--- src/rtl/uart_pkg.sv ---
`default_nettype none
// ============================================================================
// Module      : uart_pkg
// Description : Shared UART definitions: data width, the transmitter state
//               encoding, and the baud rates the clock generator can
//               produce.
//               Optional feature macro: UART_TX_PARITY_EN adds the PARITY
//               state to the transmitter state set.
// Revision    : 1.0 - initial release
// ============================================================================
package uart_pkg;

    localparam int DATA_W = 8;

    // Baud rates supported by the companion clock generator.
    localparam int BAUD_9600   = 9600;
    localparam int BAUD_19200  = 19200;
    localparam int BAUD_57600  = 57600;
    localparam int BAUD_115200 = 115200;

    typedef enum logic [2:0] {
        IDLE   = 3'd0,
        ARM    = 3'd1,
        START  = 3'd2,
        DATA   = 3'd3,
`ifdef UART_TX_PARITY_EN
        PARITY = 3'd4,
`endif
        STOP   = 3'd5
    } uart_state_e;

endpackage : uart_pkg
`default_nettype wire

--- src/rtl/uart_baud_edge.sv ---
`default_nettype none
// ============================================================================
// Module      : uart_baud_edge
// Description : Turns the divided baud clock into a single-cycle tick on
//               each rising edge of baud_clk, sampled in the clk domain.
// Ports       : clk         - system clock
//               rst         - synchronous active-high reset
//               baud_clk_i  - divided baud clock, synchronous to clk
//               baud_tick_o - one clk-wide pulse per baud period
// Revision    : 1.0 - initial release
// ============================================================================
module uart_baud_edge (
    input  logic clk,
    input  logic rst,
    input  logic baud_clk_i,
    output logic baud_tick_o
);

    logic baud_clk_q;

    always_ff @(posedge clk) begin
        if (rst) begin
            baud_clk_q <= 1'b0;
        end else begin
            baud_clk_q <= baud_clk_i;
        end
    end

    // High on the first clk cycle in which baud_clk is seen high.
    assign baud_tick_o = baud_clk_i & ~baud_clk_q;

endmodule : uart_baud_edge
`default_nettype wire

--- src/rtl/uart_tx.sv ---
`default_nettype none
// ============================================================================
// Module      : uart_tx
// Description : Byte-wide UART transmitter. Sends start bit, 8 data bits
//               LSB first, optional even parity bit, then STOP_BITS stop
//               bits, each lasting exactly one baud period.
//               Optional feature macro: UART_TX_PARITY_EN inserts an even
//               parity bit between the last data bit and the stop bits.
// Parameters  : STOP_BITS - stop bits per frame (1 or 2)
// Ports       : clk      - system clock
//               rst      - synchronous active-high reset
//               baud_clk - divided baud clock, synchronous to clk
//               tx_valid - byte offered for transmission
//               tx_data  - byte to send
//               tx_ready - high while able to accept a byte
//               tx       - registered serial line, idles high
//               tx_busy  - high while a frame is in progress
//               tx_done  - one-cycle pulse at end of the last stop bit
// Revision    : 1.0 - initial release
// ============================================================================
module uart_tx #(
    parameter int STOP_BITS = 1
) (
    input  logic       clk,
    input  logic       rst,
    input  logic       baud_clk,
    input  logic       tx_valid,
    input  logic [7:0] tx_data,
    output logic       tx_ready,
    output logic       tx,
    output logic       tx_busy,
    output logic       tx_done
);

    import uart_pkg::*;

    localparam int            CNT_W     = $clog2(DATA_W);
    localparam logic [CNT_W-1:0] BIT_LAST = CNT_W'(DATA_W - 1);
    localparam logic          STOP_LAST = (STOP_BITS == 2) ? 1'b1 : 1'b0;

    uart_state_e       state_q;
    logic [DATA_W-1:0] shift_q;
    logic [CNT_W-1:0]  bit_cnt_q;
    logic              stop_cnt_q;
    logic              tx_q;
    logic              tx_ready_q;
    logic              tx_busy_q;
    logic              tx_done_q;
`ifdef UART_TX_PARITY_EN
    logic              parity_q;
`endif

    logic baud_tick;
    logic accept;

    uart_baud_edge u_baud_edge (
        .clk         (clk),
        .rst         (rst),
        .baud_clk_i  (baud_clk),
        .baud_tick_o (baud_tick)
    );

    assign accept = tx_valid && tx_ready_q;

    always_ff @(posedge clk) begin
        if (rst) begin
            state_q    <= IDLE;
            shift_q    <= '0;
            bit_cnt_q  <= '0;
            stop_cnt_q <= 1'b0;
            tx_q       <= 1'b1;
            tx_ready_q <= 1'b1;
            tx_busy_q  <= 1'b0;
            tx_done_q  <= 1'b0;
`ifdef UART_TX_PARITY_EN
            parity_q   <= 1'b0;
`endif
        end else begin
            tx_done_q <= 1'b0;
            case (state_q)
                IDLE: begin
                    // Ready is held off for the tx_done cycle so that it
                    // rises the cycle after the done pulse.
                    if (tx_done_q) begin
                        tx_ready_q <= 1'b1;
                    end
                    if (accept) begin
                        shift_q    <= tx_data;
                        bit_cnt_q  <= '0;
                        tx_ready_q <= 1'b0;
                        tx_busy_q  <= 1'b1;
                        state_q    <= ARM;
`ifdef UART_TX_PARITY_EN
                        parity_q   <= ^tx_data;
`endif
                    end
                end
                ARM: begin
                    // Waiting for the next tick aligns the start bit to a
                    // full baud period; a tick in the accept cycle was seen
                    // in IDLE and so never reaches here.
                    if (baud_tick) begin
                        tx_q    <= 1'b0;
                        state_q <= START;
                    end
                end
                START: begin
                    if (baud_tick) begin
                        tx_q      <= shift_q[0];
                        bit_cnt_q <= '0;
                        state_q   <= DATA;
                    end
                end
                DATA: begin
                    if (baud_tick) begin
                        shift_q   <= {1'b0, shift_q[DATA_W-1:1]};
                        bit_cnt_q <= bit_cnt_q + 1'b1;
                        if (bit_cnt_q == BIT_LAST) begin
                            stop_cnt_q <= 1'b0;
`ifdef UART_TX_PARITY_EN
                            tx_q    <= parity_q;
                            state_q <= PARITY;
`else
                            tx_q    <= 1'b1;
                            state_q <= STOP;
`endif
                        end else begin
                            tx_q <= shift_q[1];
                        end
                    end
                end
`ifdef UART_TX_PARITY_EN
                PARITY: begin
                    if (baud_tick) begin
                        tx_q       <= 1'b1;
                        stop_cnt_q <= 1'b0;
                        state_q    <= STOP;
                    end
                end
`endif
                STOP: begin
                    if (baud_tick) begin
                        if (stop_cnt_q == STOP_LAST) begin
                            tx_done_q <= 1'b1;
                            tx_busy_q <= 1'b0;
                            state_q   <= IDLE;
                        end else begin
                            stop_cnt_q <= stop_cnt_q + 1'b1;
                        end
                    end
                end
                default: begin
                    tx_q       <= 1'b1;
                    tx_busy_q  <= 1'b0;
                    tx_ready_q <= 1'b1;
                    state_q    <= IDLE;
                end
            endcase
        end
    end

    assign tx       = tx_q;
    assign tx_ready = tx_ready_q;
    assign tx_busy  = tx_busy_q;
    assign tx_done  = tx_done_q;

endmodule : uart_tx
`default_nettype wire

--- config.mk ---
export PLATFORM = sky130hd
export DESIGN_NAME = uart_tx
export DESIGN_NICKNAME = d
export VERILOG_FILES = /design/src/rtl/uart_pkg.sv /design/src/rtl/uart_baud_edge.sv /design/src/rtl/uart_tx.sv
export SDC_FILE = /design/constraint.sdc
export NUM_CORES = 1
export LEC_CHECK = 0
export ABC_AREA = 1
export CORE_MARGIN = 8
export CORE_UTILIZATION = 55
export CTS_CLUSTER_DIAMETER = 50
export DETAILED_ROUTE_END_ITERATION = 12
export PLACE_DENSITY = 0.82
export SLEW_MARGIN = 25
export SYNTH_ARGS = -nofsm -noshare
export SYNTH_HDL_FRONTEND = slang
export SYNTH_SLANG_ARGS = --single-unit
--- constraint.sdc ---
create_clock -name clk -period 2 [get_ports clk]
set_input_delay 0.6 -clock clk [delete_from_list [all_inputs] [get_ports clk]]
set_output_delay 0.6 -clock clk [all_outputs]
set_load 0.02 [all_outputs]
# Yosys cells after proc, flatten, opt, wreduce, memory -nomap -nowiden
# Cells that the tools add are included.
[classes]
n_reduce_logical = 16
bitwise_logic = 7
n_mux = 33
eq_ne = 13
add_sub_neg = 2
[ops]
columns = ["op", "n"]
rows = [
  ["$mux 3", 10],
  ["$mux 8", 2],
  ["$pmux 8 s2", 1],
  ["$reduce_and 4->1", 4],
  ["$pmux 3 s5", 1],
  ["$mux 1", 14],
  ["$ne 2x2->1 const B", 7],
  ["$pmux 3 s3", 1],
  ["$reduce_and 7->1", 1],
  ["$eq 3x2->1 const B", 2],
  ["$eq 3x3->1 const B", 2],
  ["$not 1->1", 6],
  ["$reduce_or 3->1", 2],
  ["$pmux 1 s2", 2],
  ["$pmux 1 s4", 1],
  ["$reduce_bool 2->1", 2],
  ["$reduce_or 4->1", 1],
  ["$add 3x1->3 const B", 1],
  ["$eq 3x1->1 const B", 1],
  ["$logic_not 3->1", 1],
  ["$ne 3x3->1 const B", 1],
  ["$pmux 1 s3", 1],
  ["$reduce_and 3->1", 1],
  ["$reduce_bool 3->1", 1],
  ["5 further kinds", 5],
]
[word_totals]
elab_cells = 80
ff_bits = 20
out_inout_bits = 4

# Longest topological paths before layout
[depth]
ltp_word = 4
depth_mapped = 9
ltp_nobuf = 9

# By module
# A second synthesis with hierarchy kept.
[hier_totals]
hier_cells = 160
area_unflattened_um2 = 1054.8
[by_module_without_submodules]
columns = ["module", "n_inst", "cells_per_inst", "seq_area_each_um2", "area_each_um2"]
rows = [
  ["uart_tx", 1, 156, 360.3, 1023.5],
  ["uart_baud_edge", 1, 4, 20.0, 31.3],
]

# Worst setup path before layout
# Ideal clock, no wire load.
[synth_path]
path_kind = "input to register"
startpoint = "input baud_clk"
endpoint = "register state_q[1]"
t_arrival_ns = 1.216
setup_time_ns = 0.126
cell_stages = 7
required_time_ns = 1.874
path_buffers = 0
path_slack_ns = 0.658
cell_sequence = "nand2_1 > nand2_1 > nand2_2 > nor2_1 > nand2_1 > nand2_1 > nor2_1"
[synth_via]
elab_chain_cells = 3
word_cells_on_any_way = 6
[synth_rtl]
columns = ["item", "line_no", "source"]
rows = [
  ["start: declaration", "uart_tx.sv:26", "input logic baud_clk,"],
  ["$and 1x1->1 *", "uart_baud_edge.sv:30", "assign baud_tick_o = baud_clk_i & ~baud_clk_q;"],
  ["$ne 2x2->1 (no line)", "-", ""],
  ["$reduce_and 7->1 (no line) *", "-", ""],
  ["end signal: assignment", "uart_tx.sv:67", "state_q <= IDLE;"],
  ["end signal: assignment", "uart_tx.sv:92", "state_q <= ARM;"],
  ["end signal: assignment", "uart_tx.sv:104", "state_q <= START;"],
  ["end: declaration", "uart_tx.sv:41", "uart_state_e state_q;"],
]
# Every way passes the cells marked *; elsewhere a longest branch is shown, timed or not.
# A chain may end at the register's enable or synchronous reset.

# Worst setup path in the final report
[layout_path]
startpoint = "register tx_ready_q (netlist: tx_ready)"
endpoint = "output tx_ready"
[layout_rtl]
columns = ["item", "line_no", "source"]
rows = [
  ["start: declaration", "uart_tx.sv:46", "logic tx_ready_q;"],
  ["start signal: assignment", "uart_tx.sv:72", "tx_ready_q <= 1'b1;"],
  ["start signal: assignment", "uart_tx.sv:85", "tx_ready_q <= 1'b1;"],
  ["start signal: assignment", "uart_tx.sv:90", "tx_ready_q <= 1'b0;"],
  ["end: declaration", "uart_tx.sv:29", "output logic tx_ready,"],
]
# No word-level cell between the ends.

==> metrics.txt <==
Fill cells 144; LEAKAGE 0.551 nW; top post-synthesis cells by area dfxtp_1, nand2_1, nor2_1; Yosys reg bits 19; total power 1.41 mW; Layout area overhead 20.6%; ant diodes 0; Max Cap Viol 0; f_max 0.530 GHz; DR vias/cell 5.03; final worst path period need 1890 ps; post-cts resize count 0; post-CTS setup repair buffer count 0; CTS tree yes; critical path class reg -> out; Root Driver clkbuf_4; critical path's slowest cell clkdlybuf4s50_1; total track usage 14.6%; Worst Path Required 1400 ps; critical-path cell list clkdlybuf4s50_1; cell area after synthesis 983 sq um; TritonRoute pass-1 iters 4; Area after DPL 0.00116 sq mm; multi-input combinational cell area 532 sq um; initial drt markers 19; Seq/Total Area, Yosys 38.7%; vias in the first global route 980; drt wl/cell 11.1 um; Psw 0.591 mW; Cell Rows 15; Post-CTS Hold Fix Bufs 0; H-tree depth 1; worst hold path class reg -> reg; combinational power share 45.9%; Int Pwr 0.816 mW; clk_lat worst skew 300 ps; Worst path max stage delay 620 ps; # setup viols final 0; flop2flop setup slack 620 ps; Worst Hold Slack 470 ps; die area 0.00340 sq mm; Slew Limit Fails 0; die height 58.3 um; Synth Net Count 163; first-pass GRT wire length 3910 um; fin area 0.00119 sq mm; outcome completed; die width 58.3 um; initial antenna violation count 0; layout cells sized above 1 7.78%; DR DRC count 0; WL final 2120 um; synth warn 0; maximum vdd drop 0.846 mV; Buffers on Ports 15; core area 0.00171 sq mm; DPL Wire Length 1590 um; RSZ-0062 raised after global routing false; post-synth cell types 21; Worst Setup End Kind output port; switching part of the total 42.0%; worst-path maximum fanout 3; register area 380 sq um; Finished Core Util 69.5%; CP Data Arrival Time 1290 ps; gpl congestion 0.959; fin nets 182; CTS buffer count 3; Top Family by Delay on Critical Path buffers and inverters; largest net degree at the start of global routing 12; post-route ant nets 0; Flop pwr share 40.2%; number of clock sinks 19; Longest Clk Path Bufs 2; pwr dens 1190 mW/mm^2; Avg Inst Size Synth 6.60 sq um; Initial Utilization 57.6%; Synth top area share 38.7%; # IOs 16; Hold Vio Cnt, Final 0; CP bufs+invs 1; CP startpoint kind register; relative slew slack 78.9%; Synth Instances 149; Worst-path clk slew 110 ps; fin crit share 94.4%; Synth area leader dfxtp_1; worst-margin pin slew 316 ps; Vias 965; setup TNS 0 ps; GRT Residual Overflow 0; Clk pwr share 14.0%; Layout Skew 5.95 ps
==> Yosys cell counts, drive strengths merged <==
cell and instances:
nor3 1, buf 2, o21ai 15, nand4 2, nand2 47, inv 13, nor2 34, clkbuf 1
ha 2, o211ai 1, a21oi 5, nand3 7, dfxtp 19
==> path summary, 6_finish.rpt <==
check	from	end	cells after the start
hold / removal	tx_busy$_SDFFE_PP0P_	tx_busy$_SDFFE_PP0P_	2
setup reg to reg	state_q[0]$_SDFFE_PP0P_	shift_q[0]$_SDFFE_PP0P_	6
hold reg to reg	tx_busy$_SDFFE_PP0P_	tx_busy$_SDFFE_PP0P_	2
setup / recovery	tx_ready$_SDFFE_PP1P_	tx_ready	1
==> flip-flops by register name, indices dropped and copies added, names as in the netlist <==
signal / cells
tx_done: 1
bit_cnt_q: 3
tx: 1
state_q: 3
u_baud_edge.baud_clk_q: 1
tx_busy: 1
tx_ready: 1
shift_q: 8
==> metrics by stage <==
step	cells	setup slack, ps
global placement	188	121
detailed placement	188	88.4
finish	192	112
floorplan	149	658
global route	192	58.2
CTS	192	99.9
==> cell families after synthesis <==
| family | Yosys count | share of synthesized area (%) |
|---|---|---|
| AO/OA/AOI/OAI | 21 | 13.2 |
| adder cells (fa/ha/maj) | 2 | 2.54 |
| buffers and inverters | 16 | 7.25 |
| flip-flops | 19 | 38.7 |
| AND/OR/NAND/NOR | 91 | 38.3 |
==> power groups by stage <==
stage | Combinational, mW | Clock (mW) | Sequential, mW
global route | 0.745 | 0.219 | 0.580
detailed placement | 0.640 | 0 | 0.573
finish | 0.645 | 0.196 | 0.565
global placement | 0.628 | 0 | 0.569
floorplan | 0.470 | 0 | 0.579
CTS | 0.644 | 0.199 | 0.566
==> layout by cell type, fill, tap and decap left out <==
cell type	netlist	final
inv_1	11	11
nand2_2	2	2
nand2_1	45	45
nor2_1	32	32
inv_2	1	1
nand3_1	7	7
ha_1	2	2
o21ai_4	1	1
nand4_1	2	2
clkbuf_4	0	3
o21ai_1	2	2
a21oi_1	4	4
a21oi_4	1	1
nor3_1	1	1
clkbuf_1	1	1
clkdlybuf4s50_1	0	15
o211ai_1	1	1
buf_4	0	2
dfxtp_1	19	19
o21ai_0	12	12
inv_4	1	1
nor2_4	2	2
==> worst reg2reg max path, stage by stage, from the launching register on <==
cell	delay, ps
dfxtp_1	390
nor2_1	270
nand2_1	120
nor2_1	260
a21oi_4	100
nor2_1	120
nor2_1	50
==> final cells by class <==
cell class	instances	share of cell area, %
tap	25	2.64
inverter	13	4.32
sequential	19	32.1
multi-input combinational	114	44.8
timing repair buffer	17	13.9
clock buffer	4	2.22
==> routing by layer <==
metal  track usage (%)  wire [um]  part of all wire [%]
met1              16.9        982                    46
met2              23.9        985                    46
met3              2.87         98                   4.6
met4              8.74         56                   2.6
met5                 0          0                     0
(Power assumes the default switching activity.)
